--- config.mk ---
export PLATFORM = sky130hd
export DESIGN_NAME = fir_sample_source
export DESIGN_NICKNAME = d
export VERILOG_FILES = /design/src/rtl/fir_src_pkg.sv /design/src/rtl/fir_lfsr8.sv /design/src/rtl/fir_sample_source.sv
export SDC_FILE = /design/constraint.sdc
export NUM_CORES = 1
export LEC_CHECK = 0
export BUFFER_PORTS_ARGS = -buffer_cell sky130_fd_sc_hd__buf_2
export CORE_MARGIN = 1
export CORE_UTILIZATION = 35
export CTS_CLUSTER_SIZE = 10
export DETAILED_ROUTE_END_ITERATION = 12
export PLACE_DENSITY = 0.64
export REMOVE_ABC_BUFFERS = 1
export SLEW_MARGIN = 20
export SYNTH_ARGS = -nofsm -noshare
export SYNTH_HDL_FRONTEND = slang
export SYNTH_SLANG_ARGS = --single-unit
--- constraint.sdc ---
create_clock -name clk -period 4.08 [get_ports clk]
set_clock_uncertainty 0.1 [all_clocks]
set_input_delay 0.204 -clock clk [delete_from_list [all_inputs] [get_ports clk]]
set_output_delay 0.204 -clock clk [all_outputs]
set_load 0.005 [all_outputs]
--- src/rtl/fir_src_pkg.sv ---
// Shared encodings and constants for the FIR stimulus source.
package fir_src_pkg;

    typedef enum logic [1:0] {
        MODE_RAMP    = 2'd0,
        MODE_LFSR    = 2'd1,
        MODE_IMPULSE = 2'd2,
        MODE_ALT     = 2'd3
    } mode_t;

    typedef enum logic [1:0] {
        IDLE = 2'd0,
        RUN  = 2'd1,
        GAP  = 2'd2,
        DONE = 2'd3
    } state_t;

    localparam logic [7:0] LFSR_SEED = 8'h01;
    localparam logic [7:0] POS_MAX   = 8'h7F;
    localparam logic [7:0] NEG_MAX   = 8'h81;

endpackage

--- src/rtl/fir_lfsr8.sv ---
// 8-bit Fibonacci LFSR (taps 8,6,5,4) with seed reload and advance enable.
module fir_lfsr8
    import fir_src_pkg::*;
(
    input  logic       clk,
    input  logic       rst,
    input  logic       load,
    input  logic       enable,
    output logic [7:0] q
);

    logic [7:0] q_reg;

    always_ff @(posedge clk or negedge rst) begin
        if (!rst) begin
            q_reg <= LFSR_SEED;
        end else if (load) begin
            q_reg <= LFSR_SEED;
        end else if (enable) begin
            q_reg <= {q_reg[6:0], q_reg[7] ^ q_reg[5] ^ q_reg[4] ^ q_reg[3]};
        end
    end

    assign q = q_reg;

endmodule

--- src/rtl/fir_sample_source.sv ---
// Burst stimulus generator driving the FIR din/vin stream: N samples with a
// programmable idle gap, selectable ramp/LFSR/impulse/alternating source.
module fir_sample_source
    import fir_src_pkg::*;
#(
    parameter int CNT_W = 16,
    parameter int GAP_W = 4
) (
    input  logic             clk,
    input  logic             rst,
    input  logic             start,
    input  logic             abort,
    input  logic [CNT_W-1:0] n_samples,
    input  logic [GAP_W-1:0] gap,
    input  logic [1:0]       mode,
    output logic [7:0]       dout,
    output logic             vout,
    output logic             busy,
    output logic             done
);

    state_t           state_reg, state_next;
    logic [CNT_W-1:0] count_reg, count_next;
    logic [CNT_W-1:0] n_reg;
    logic [GAP_W-1:0] gap_cnt_reg, gap_cnt_next;
    logic [GAP_W-1:0] gap_reg;
    mode_t            mode_reg;
    logic [7:0]       ramp_reg, ramp_next;
    logic [7:0]       lfsr_q;
    logic [7:0]       sample;
    logic             latch, lfsr_load, lfsr_en, last;

    fir_lfsr8 u_lfsr (
        .clk    (clk),
        .rst    (rst),
        .load   (lfsr_load),
        .enable (lfsr_en),
        .q      (lfsr_q)
    );

    always_ff @(posedge clk or negedge rst) begin
        if (!rst) begin
            state_reg   <= IDLE;
            count_reg   <= '0;
            gap_cnt_reg <= '0;
            ramp_reg    <= '0;
            n_reg       <= '0;
            gap_reg     <= '0;
            mode_reg    <= MODE_RAMP;
        end else begin
            state_reg   <= state_next;
            count_reg   <= count_next;
            gap_cnt_reg <= gap_cnt_next;
            ramp_reg    <= ramp_next;
            if (latch) begin
                n_reg    <= n_samples;
                gap_reg  <= gap;
                mode_reg <= mode_t'(mode);
            end
        end
    end

    // count_reg holds the index of the sample being emitted, so compare to N-1
    // to reach 2^CNT_W-1 samples without wrapping.
    assign last = (count_reg == n_reg - CNT_W'(1));

    always_comb begin
        state_next   = state_reg;
        count_next   = count_reg;
        gap_cnt_next = gap_cnt_reg;
        ramp_next    = ramp_reg;
        latch        = 1'b0;
        lfsr_load    = 1'b0;
        lfsr_en      = 1'b0;
        case (state_reg)
            IDLE, DONE: begin
                if (start) begin
                    latch      = 1'b1;
                    lfsr_load  = 1'b1;
                    ramp_next  = '0;
                    count_next = '0;
                    state_next = (n_samples == '0) ? DONE : RUN;
                end
            end
            RUN: begin
                if (abort) begin
                    state_next = IDLE;
                end else begin
                    count_next = count_reg + CNT_W'(1);
                    ramp_next  = ramp_reg + 8'd1;
                    lfsr_en    = (mode_reg == MODE_LFSR);
                    if (last) begin
                        state_next = DONE;
                    end else if (gap_reg != '0) begin
                        state_next   = GAP;
                        gap_cnt_next = gap_reg - GAP_W'(1);
                    end
                end
            end
            GAP: begin
                if (abort) begin
                    state_next = IDLE;
                end else if (gap_cnt_reg == '0) begin
                    state_next = RUN;
                end else begin
                    gap_cnt_next = gap_cnt_reg - GAP_W'(1);
                end
            end
            default: state_next = IDLE;
        endcase
    end

    always_comb begin
        sample = ramp_reg;
        case (mode_reg)
            MODE_RAMP:    sample = ramp_reg;
            MODE_LFSR:    sample = lfsr_q;
            MODE_IMPULSE: sample = (count_reg == '0) ? POS_MAX : 8'h00;
            MODE_ALT:     sample = count_reg[0] ? NEG_MAX : POS_MAX;
            default:      sample = ramp_reg;
        endcase
    end

    assign vout = (state_reg == RUN);
    assign dout = vout ? sample : 8'h00;
    assign busy = (state_reg == RUN) || (state_reg == GAP);
    assign done = (state_reg == DONE);

endmodule

**After elaboration in Yosys (flattened, before gate mapping)**

Index checks and enable logic that the tools add are counted.

- Add/sub/neg operators: 5
- Multiply operators: 0
- Divide/modulo/power cells: 0
- Order comparisons: 0
- Equal/unequal tests: 15
- Shifts and indexed selects: 0
- Multiplexer cells: 30
- Bitwise logic cells: 3
- Reduce and logical (&&, ||, !) cells: 14

Operator list:

| kind | number |
|---|---|
| two-way mux 8 bit | 6 |
| logical NOT 16 bit | 2 |
| two-way mux 16 bit | 2 |
| case mux 16 bit (2 select lines) | 1 |
| case mux 8 bit (4 select lines) | 1 |
| two-way mux 4 bit | 5 |
| adder 16 x 1 -> 16 bit, second input constant | 1 |
| equality test 16 bit | 1 |
| case mux 8 bit (2 select lines) | 1 |
| subtractor 16 x 1 -> 16 bit, second input constant | 1 |
| two-way mux 2 bit | 7 |
| != test 2 bit, second input constant | 5 |
| adder 8 x 1 -> 8 bit, second input constant | 1 |
| equality test 2 bit, second input constant | 4 |
| case mux 4 bit (2 select lines) | 1 |
| subtractor 4 x 1 -> 4 bit, second input constant | 2 |
| two-way mux 7 bit | 1 |
| case mux 2 bit (3 select lines) | 1 |
| AND reduction 3 bit | 2 |
| AND reduction 6 bit | 1 |
| nonzero test 2 bit | 3 |
| equality test 2 x 1 -> 1 bit, second input constant | 2 |
| logical NOT 2 bit | 2 |
| logical NOT 4 bit | 1 |
| 8 further kinds | 13 |

- Register bits after elaboration: 60
- Latch bits: 0
- Memory bits (writable): 0
- ROM bits: 0
- Input bits: 26
- Output and inout port bits: 11
- Logic and storage cells: 75
- Memories: 0

**Logic depth before layout (Yosys ltp)**

- Word-level depth: 5
- Depth in mapped cells: 10
- Gate-level depth less buffers: 9

**Cells and area by module**

From an unflattened synthesis, not the netlist that was laid out.

- Cells, all modules: 408
- Area total of the unflattened synthesis: 3,736.1 µm²

By module, submodules not included:

| module | times used | cells an instance | area an instance (µm²) |
|---|---|---|---|
| fir_sample_source | 1 | 378 | 3,388.2 |
| fir_lfsr8 | 1 | 30 | 347.8 |

**Least setup slack after synthesis**

OpenSTA, ideal clock, no wires.

- Path type: reg-to-reg
- Start point: reg n_reg[3]
- End point: reg gap_cnt_reg[0]
- Library setup time: 125 ps
- Arrival: 2,691 ps
- Required time: 3,855 ps
- Path slack: 1,164 ps
- Cell stages (with the launch flop): 10
- Cells stage by stage: dfrtp_1 buf_6 or4_4 buf_6 or4_4 a22oi_2 o2111ai_2 nor4_4 nor2_2 mux2_4

- Longest elaborated chain between the ends: 4

Ends and longest elaborated chain:

| item | line | source |
|---|---|---|
| from (decl) | fir_sample_source.sv:24 | `logic [CNT_W-1:0] n_reg;` |
| from (signal assigned) | fir_sample_source.sv:56 | `n_reg <= n_samples;` |
| subtractor 16 x 1 -> 16 bit | fir_sample_source.sv:65 | `assign last = (count_reg == n_reg - CNT_W'(1));` |
| equality test 16 bit | fir_sample_source.sv:65 |  |
| != test 2 bit (no line) | -- |  |
| AND reduction 6 bit (no line) | -- |  |
| to (signal assigned) | fir_sample_source.sv:53 | `gap_cnt_reg <= gap_cnt_next;` |
| to (decl) | fir_sample_source.sv:25 | `logic [GAP_W-1:0] gap_cnt_reg, gap_cnt_next;` |

Every way passes these cells.
A chain may end at the register's enable or synchronous reset.

**Worst setup path after layout**

- Start point: reg n_reg[0]
- End point: reg gap_cnt_reg[0]

The elaborated chain is that of the path after synthesis.

==> impl_metrics.tcl <==
set metrics [dict create \
    grt_overflow 0 \
    synthCells 373 \
    ff_latch_area_um2 1503 \
    cp_max_fo 6 \
    clock_latency_ns 0.34 \
    swShare_pct 40.46 \
    final_cells 562 \
    power_switching_mw 1.194 \
    clockBufferDepth 2 \
    synthArstFlopShare_pct 100.0 \
    dp_hpwl_mm 6.038 \
    wl_per_cell_um 14.75 \
    crit_chain "inv_1 -> ha_1 -> or3b_2 -> or4_4 -> a22oi_2 -> o2111ai_2 -> nor4_4 -> nor2_2 -> mux2_4" \
    cts_tree "done" \
    start_util_pct 36.65 \
    dr.pass1.iters 4 \
    multi_input_area_um2 1998 \
    tightest_slew_ns 0.8914 \
    worst-endpoint-required_ns 4.20 \
    cp_data_arrival_time_ns 3.11 \
    rows 36 \
    diodes 0 \
    synth_top_cell_area_share_pct 40.65 \
    netlist_area_um2 3632 \
    synth_cell_type_count 56 \
    drt_wl_total_mm 8.290 \
    crit_buf_inv 1 \
    cp-end-kind "flop" \
    p_leak_nw 1.897 \
    met2_length_mm 3.843 \
    yosysSeqAreaShare_pct 41.37 \
    ys_ff_latch 60 \
    clock-root-buffer "clkbuf_8" \
    grt_pass1_wl_mm 14.38 \
    finalSetupTns_ns 0 \
    htreeDepth 3 \
    routed-via-count 2979 \
    final_net_count 458 \
    drive_gt1_share_pct 20.98 \
    hold_viol 0 \
    start_kind "flop" \
    drt_iter0_drc 143 \
    setup_violations 0 \
    relSlewSlack_pct 40.44 \
    antenna_found_initial 0 \
    io_pins 37 \
    drv_slew 0 \
    n_fill_cell 962 \
    clk_pin_slew_ns 0.07 \
    cellPowerDensity_nw_per_um2 684.6 \
    synth_warnings 0 \
    slowest_delay_ns 0.49 \
    max_freq_ghz 0.3346 \
    die-area_um2 10790 \
    top_layer "met4" \
    maxCapViolCount 0 \
    period_share_pct 73.26 \
    synth_flop_cell "dfrtp_1" \
    vias_per_cell 5.301 \
    grt_pass1_vias 2967 \
    numCtsBuffers 9 \
    pwr-share-clk_pct 20.2 \
    grt_max_degree 37 \
    ant_nets 0 \
    die_w_um 103.9 \
    rsz0062_at_grt "false" \
    numPortBuffers 36 \
    die_height_um 103.9 \
    globalplace.congestion 0.9406 \
    syn_avg_cell_area_um2 9.738 \
    synth_area_leaders "dfrtp_1 41%, mux2_2 7.4%, xor2_1 6.5%, nor2_1 4.3%, ha_1 2.8%" \
    wl_met1_mm 4.051 \
    criticalPathCategory "reg -> reg" \
    status "complete, no violations" \
    core_um2 9910 \
    area_growth_syn_to_layout_pct 18.70 \
    p_total_mw 2.952 \
    cp_top_family "simple AND/OR/NAND/NOR gates" \
    hold_path.class "in -> reg" \
    combPwrFrac_pct 44.4 \
    drcViolationCount 0 \
    seqPwrFrac_pct 35.4 \
    track_usage_pct 16.57 \
    dp.cells 530 \
    fin_crit_ns 2.989 \
    ir_worst_vdd_uv 328.6 \
    synth_top_area_cell "dfrtp_1" \
    cts.sinks 60 \
    synth_edf_count 0 \
    internal_power_mw 1.758 \
    route.met3.wl_um 300 \
    crit_slowest_cell "or3b_2" \
]
[worst paths after layout]
| kind | to | depth (start not counted) | start | slack (ns) |
|---|---|---|---|---|
| hold reg to reg | u_lfsr.q[0] | 2 | u_lfsr.q[0] | 0.42 |
| min in group asynchronous | count_reg[10] | 2 | rst | 0.40 |
| hold / removal | n_reg[8] | 2 | n_samples[8] | 0.02 |
| setup / recovery | gap_cnt_reg[0] | 9 | n_reg[0] | 1.09 |
| max in group asynchronous | u_lfsr.q[0] | 3 | rst | 2.59 |
| setup reg to reg | gap_cnt_reg[0] | 9 | n_reg[0] | 1.09 |
[power by group through the flow]
stage,registers (mW),clock network (mW),logic (mW)
detailed placement,1.06,0,1.30
floorplan,0.972,0,0.980
CTS,1.04,0.615,1.32
global route,1.08,0.646,1.48
global placement,1.05,0,1.28
finish,1.05,0.595,1.31
[cell usage after synthesis (all sizes together) (5+ instances only)]
master / count
dfrtp: 59
nor2: 43
xor2: 27
mux2: 25
o21ai: 21
a21oi: 17
nand2: 17
nor4: 15
inv: 14
clkbuf: 13
xnor2: 11
or3: 10
nand4: 9
ha: 8
nand3: 8
a22o: 7
a22oi: 7
and3: 6
mux2i: 5
[through the flow]
step / worst slack (ns) / hold slack, ns / utilization [%] / area, µm²
3_5_place_dp: 1.097 / 0.2642 / 39.70 / 3934
4_1_cts: 1.079 / 0.0009275 / 43.51 / 4312
6_report: 1.091 / 0.02089 / 43.51 / 4312
2_1_floorplan: 1.256 / -0.1916 / - / 3557
5_1_grt: 0.8851 / 0.004405 / 43.51 / 4312
3_3_place_gp: 1.140 / 0.2492 / 39.70 / 3934
[per-layer routing]
metal / vias up / GRT usage [%]
met5: - / 0
met4: 0 / 6.122
met3: 8 / 3.697
met2: 69 / 26.00
met1: 1447 / 22.33
li1: 1455 / -
[kinds of logic after synthesis]
kind of cell,synth area share (%)
XOR/XNOR,9.163
buffers and inverters,3.617
adder cells (fa/ha/maj),2.756
multiplexers,9.232
AND/OR/NAND/NOR,19.91
AO/OA/AOI/OAI,13.95
flip-flops,41.37
[cell usage in the layout, fill, tap and decap left out, types with 2 or more instances in the layout]
master and count:
a211oi_1 2, a21o_1 2, a21oi_1 17, a22o_1 7, a22oi_1 6, a31oi_1 2, and3_1 6, and4_1 2
buf_2 36, buf_4 4, bufinv_16 2, clkbuf_1 2, clkbuf_8 10, dfrtp_1 59, dlygate4sd3_1 16, ha_1 8
inv_1 14, mux2_2 24, mux2i_1 5, nand2_1 17, nand2b_1 4, nand3_1 8, nand3b_1 2, nand4_1 9
nor2_1 42, nor2b_1 3, nor3_1 3, nor4_1 12, nor4_4 2, o211a_1 3, o211ai_1 2, o21ai_0 20
o31ai_1 2, o41ai_1 2, or3_1 10, or4_1 2, or4_4 2, xnor2_1 11, xor2_1 27
[final cells by class]
class,instances,share of cell area [%]
timing repair buffer,56,8.590
inverter,15,1.306
multi-input combinational,282,46.34
sequential,60,34.85
clock buffer,12,3.366
tap,133,3.860
clock inverter,4,1.683
[what timing repair did]
action                                 4_1_cts  5_1_grt
gates resized for setup                      0        0
buffers inserted                             0        0
hold buffers                                16        0
endpoints found under the hold margin       50        0
No activity file was read; power rests on OpenSTA's default activity.
